**src/rtl/alu_exec_unit.sv**
```systemverilog
// RV32I ALU execution unit: accepts dispatched operand words, computes the result and
// queues {tag, data} in order until the CDB arbiter grants the bus.

package rv32i_types;
    typedef enum logic [2:0] {
        AluAdd = 3'b000,
        AluSll = 3'b001,
        AluSra = 3'b010,
        AluSub = 3'b011,
        AluXor = 3'b100,
        AluSrl = 3'b101,
        AluOr  = 3'b110,
        AluAnd = 3'b111
    } alu_ops;
endpackage

package tomasula_types;
    localparam int unsigned TAG_W = 3;

    typedef struct packed {
        rv32i_types::alu_ops op;
        logic [31:0]         src1;
        logic [31:0]         src2;
        logic [TAG_W-1:0]    tag;
    } alu_word;

    typedef struct packed {
        logic             valid;
        logic [TAG_W-1:0] tag;
        logic [31:0]      data;
    } cdb_data;
endpackage

module alu_exec_unit #(
    parameter int unsigned DEPTH = 2,
    parameter int unsigned TAG_W = tomasula_types::TAG_W
) (
    input  logic                   clk,
    input  logic                   reset_n,
    input  logic                   start_exe,
    input  tomasula_types::alu_word alu_data,
    output logic                   alu_free,
    input  logic                   flush,
    input  logic                   cdb_grant,
    output logic                   cdb_req,
    output tomasula_types::cdb_data cdb_out,
    output logic                   err_ovf
);
    localparam int unsigned PtrW = (DEPTH > 1) ? $clog2(DEPTH) : 1;
    localparam int unsigned CntW = $clog2(DEPTH + 1);
    localparam logic [PtrW-1:0] LastPtr = PtrW'(DEPTH - 1);
    localparam logic [CntW-1:0] DepthCnt = CntW'(DEPTH);

    logic [CntW-1:0]  count_q, count_d;
    logic [PtrW-1:0]  rd_ptr_q, rd_ptr_d;
    logic [PtrW-1:0]  wr_ptr_q, wr_ptr_d;
    logic [TAG_W-1:0] tag_q [DEPTH];
    logic [TAG_W-1:0] tag_d [DEPTH];
    logic [31:0]      data_q [DEPTH];
    logic [31:0]      data_d [DEPTH];
    logic             err_ovf_q, err_ovf_d;
    logic             push, pop;
    logic [31:0]      result;
    logic [4:0]       shamt;

    function automatic logic [PtrW-1:0] next_ptr(input logic [PtrW-1:0] p);
        return (p == LastPtr) ? '0 : p + PtrW'(1);
    endfunction

    always_comb begin
        shamt  = alu_data.src2[4:0];
        result = '0;
        case (alu_data.op)
            rv32i_types::AluAdd: result = alu_data.src1 + alu_data.src2;
            rv32i_types::AluSll: result = alu_data.src1 << shamt;
            rv32i_types::AluSra: result = $unsigned($signed(alu_data.src1) >>> shamt);
            rv32i_types::AluSub: result = alu_data.src1 - alu_data.src2;
            rv32i_types::AluXor: result = alu_data.src1 ^ alu_data.src2;
            rv32i_types::AluSrl: result = alu_data.src1 >> shamt;
            rv32i_types::AluOr:  result = alu_data.src1 | alu_data.src2;
            rv32i_types::AluAnd: result = alu_data.src1 & alu_data.src2;
        endcase
    end

    // Free/request depend only on registered count, so no grant-to-free path exists.
    assign alu_free = (count_q < DepthCnt);
    assign cdb_req  = (count_q != '0);
    assign push     = start_exe && alu_free;
    assign pop      = cdb_req && cdb_grant;
    assign err_ovf  = err_ovf_q;

    always_comb begin
        count_d   = count_q;
        rd_ptr_d  = rd_ptr_q;
        wr_ptr_d  = wr_ptr_q;
        tag_d     = tag_q;
        data_d    = data_q;
        err_ovf_d = err_ovf_q | (start_exe & ~alu_free);
        if (flush) begin
            count_d  = '0;
            rd_ptr_d = '0;
            wr_ptr_d = '0;
        end else begin
            if (push) begin
                tag_d[wr_ptr_q]  = alu_data.tag;
                data_d[wr_ptr_q] = result;
                wr_ptr_d         = next_ptr(wr_ptr_q);
            end
            if (pop) begin
                rd_ptr_d = next_ptr(rd_ptr_q);
            end
            if (push && !pop) begin
                count_d = count_q + CntW'(1);
            end else if (pop && !push) begin
                count_d = count_q - CntW'(1);
            end
        end
    end

    always_comb begin
        cdb_out = '0;
        if (cdb_req) begin
            cdb_out.valid = 1'b1;
            cdb_out.tag   = tag_q[rd_ptr_q];
            cdb_out.data  = data_q[rd_ptr_q];
        end
    end

    always_ff @(posedge clk) begin
        if (!reset_n) begin
            count_q   <= '0;
            rd_ptr_q  <= '0;
            wr_ptr_q  <= '0;
            err_ovf_q <= 1'b0;
            for (int i = 0; i < int'(DEPTH); i++) begin
                tag_q[i]  <= '0;
                data_q[i] <= '0;
            end
        end else begin
            count_q   <= count_d;
            rd_ptr_q  <= rd_ptr_d;
            wr_ptr_q  <= wr_ptr_d;
            err_ovf_q <= err_ovf_d;
            tag_q     <= tag_d;
            data_q    <= data_d;
        end
    end
endmodule

```
**config.mk**
```make
export PLATFORM = sky130hd
export DESIGN_NAME = alu_exec_unit
export DESIGN_NICKNAME = d
export VERILOG_FILES = /design/src/rtl/alu_exec_unit.sv
export SDC_FILE = /design/constraint.sdc
export NUM_CORES = 1
export LEC_CHECK = 0
export CAP_MARGIN = 40
export CORE_ASPECT_RATIO = 0.75
export CORE_UTILIZATION = 45
export CTS_BUF_LIST = sky130_fd_sc_hd__clkbuf_2
export DETAILED_ROUTE_END_ITERATION = 8
export PLACE_DENSITY = 0.71
export SYNTH_ARGS = -nofsm -noshare
export SYNTH_HDL_FRONTEND = slang
export SYNTH_SLANG_ARGS = --single-unit
```
**constraint.sdc**
```tcl
create_clock -name clk -period 6.8 [get_ports clk]
set_input_delay 1.36 -clock clk [delete_from_list [all_inputs] [get_ports clk]]
set_output_delay 1.36 -clock clk [all_outputs]
set_load 0.02 [all_outputs]
```
==> impl_metrics.py <==
metrics = {
    "run_status": {
        "outcome": "complete, no violations",
    },
    "global_routing": {
        "grt_max_degree": 77,
        "grt.overflow.total": 0,
        "grt.total_usage_pct": 35.2,
        "met2_usage_pct": 50.5,
        "use_met3_pct": 9.25,
        "grt_antenna_before_repair": 2,
        "gr-max-usage-layer": "met1",
        "met1_usage_pct": 51.6,
        "grt_pass1_wl_mm": 71.0,
        "first_global_vias": 11500,
    },
    "pwr": {
        "p_total_uw": 1700,
        "irDropWorstVdd_mv": 0.104,
        "p_leak_uw": 0.00510,
        "cellPowerDensity_nw_per_um2": 132,
    },
    "clock_network": {
        "htreeDepth": 3,
        "insertion_delay_ns": 0.51,
        "cts.sinks": 75,
        "clock_path_buffers": 2,
        "cts.clk_slew.worst_paths_ns": 0.21,
        "cts_tree": "yes",
        "cts_resized": 0,
        "cts_buffers": 9,
        "cts-root-buf": "clkbuf_2",
        "cts_hold_buf": 0,
        "cts_setup_buffers": 0,
    },
    "layout": {
        "final_cell_mix": "nor2_1 (182), o21ai_0 (146), nand2_1 (130)",
        "final_common_cell": "nor2_1",
        "drive_gt1_share_pct": 10.5,
        "num-nets-final": 1745,
        "fill_cells": 2523,
        "fin_cells": 1915,
        "area_growth_pct": 11.8,
    },
    "timing": {
        "finalSetupViolations": 0,
        "rsz0062_at_grt": "no",
        "period_needed_ns": 5.57,
        "hold_viol": 0,
        "setup_tns_ns": 0,
        "setup_ws_ns": 1.23,
        "slew_violations": 0,
        "worstMarginPinSlew_ns": 0.966,
        "post-route-period-util_pct": 82.0,
        "slew_headroom_pct": 35.4,
        "skew_ns": 0.0220,
        "timing.fmax_mhz": 179,
    },
    "logic_synthesis": {
        "syn_avg_cell_area_sq_um": 7.52,
        "synth_seq_cells": 75,
        "synth_cells": 1530,
        "yosysSeqAreaShare_pct": 13.1,
        "synth_area_sq_um": 11500,
        "yosysWarningCount": 0,
        "ys_async_sr_fraction_pct": 0,
        "synth_edf_count": 0,
        "yosys_most_used_dff": "dfxtp_1",
        "synth.distinct_cells": 91,
        "synthesis.nets": 1704,
    },
    "placement": {
        "io_buffer_count": 113,
        "gp_congestion": 1.05,
        "dp_hpwl_mm": 36.3,
        "dp_slack_ns": 0.799,
        "dp_cells": 1897,
    },
    "worst_hold_path": {
        "hold_path.class": "register to register",
    },
    "route": {
        "viasPerCell": 6.51,
        "vias": 12500,
        "totalWireLength_mm": 47.1,
        "drtIter0Drc": 1764,
        "drc_errors": 0,
        "wl_per_cell_um": 24.6,
        "drtAntennaViolNets": 0,
        "dr.pass1.iters": 6,
    },
    "floorplan": {
        "ios": 114,
        "rows": 50,
        "dieHeight_um": 140,
        "initial_core_util_pct": 46.0,
        "core_sq_um": 25000,
        "die_area_sq_um": 26200,
        "die_w_um": 187,
    },
    "worst_setup_path": {
        "crit_fanout": 10,
        "worstPathRequired_ns": 7.22,
        "worstSetupStartpointType": "input port",
        "path_class": "input port to register",
        "endpoint_kind": "register",
        "crit_arrival_ns": 5.99,
    },
    "run": {
        "drv_cap": 0,
    },
}
[registers in the layout, summed over array words and instances, names as in the netlist]
| register | cells |
|---|---|
| count_q | 2 |
| data_q | 64 |
| err_ovf | 1 |
| rd_ptr_q | 1 |
| tag_q | 6 |
| wr_ptr_q | 1 |
[cells by family after synthesis]
family / Yosys count / share of synthesized area (%)
compound gates: 481 / 26.7
simple gates: 456 / 18.1
buf+inv: 207 / 7.97
mux: 156 / 19.0
fa+ha+maj: 99 / 10.8
flops: 75 / 13.1
xor+xnor: 56 / 4.33
[metal layers]
metal | wire length (um) | vias to the layer above | part of all wire [%]
met4 | 1090 | 2 | 2.3
met5 | 66 | - | 0.14
li1 | - | 5673 | -
met1 | 21400 | 5970 | 45
met2 | 19000 | 757 | 40
met3 | 5650 | 68 | 12
[stage by stage]
step                area, sq um  hold slack, ns  util, %
floorplan                 11500           0.440        -
global placement          12700           0.450     50.8
detailed placement        12700           0.460     50.9
CTS                       12800           0.481     51.3
global route              12900           0.496     51.4
finish                    12900           0.482     51.4
[where the power goes]
| group | switching, uW | leakage (uW) | internal [uW] |
|---|---|---|---|
| combinational | 612 | 0.00442 | 374 |
| clock | 158 | 0.0000689 | 80.7 |
| sequential | 12.4 | 0.000611 | 462 |
[synthesized netlist by cell type (14+ instances only)]
master    count  area share [%]
a211oi_1     21             1.4
a21o_1       15            0.98
a21oi_1     111             4.8
a31oi_1      15            0.82
buf_2        18            0.78
clkbuf_1     75             2.4
dfxtp_1      75              13
ha_1         98              11
inv_1        83             2.7
mux2_2       27             2.6
mux2i_1      82             7.1
mux4_2       47             9.2
nand2_1     130             4.2
nand3_1      40             1.7
nor2_1      183             6.0
nor3_1       14            0.61
o211ai_1     17             1.1
o21ai_0     146             6.4
o21ai_1      18            0.78
o22ai_1      16            0.87
xnor2_1      45             3.4
[worst max-delay path, stage by stage]
cell,delay (ns)
clkdlybuf4s50_1,0.55
or4_4,0.59
or3_4,0.37
nor4_4,0.40
nand4_1,0.29
o31ai_1,0.35
xnor2_1,0.12
ha_1,0.53
nand4_1,0.24
a2111oi_2,0.56
o21ai_1,0.17
and3_1,0.20
o21ai_1,0.15
a31oi_1,0.10
[path summary, 6_finish.rpt]
| kind | from | to | slack, ns | cells past startpoint |
|---|---|---|---|---|
| max | alu_data[13] | data_q[63] | 1.23 | 14 |
| min | tag_q[0] | tag_q[0] | 0.48 | 2 |
| max reg2reg | count_q[1] | count_q[1] | 4.53 | 7 |
| min reg2reg | tag_q[0] | tag_q[0] | 0.48 | 2 |
[layout make-up]
type / count / area (sq um) / area share, %
inverter: 85 / 319 / 2.48
clock inverter: 6 / 57.6 / 0.448
tap: 338 / 423 / 3.29
clock buffer: 9 / 45.0 / 0.350
multi-input combinational: 1248 / 9090 / 70.7
timing repair buffer: 152 / 1410 / 11.0
sequential: 75 / 1500 / 11.7
antenna: 2 / 5.00 / 0.0389
(Power assumes the default switching activity.)
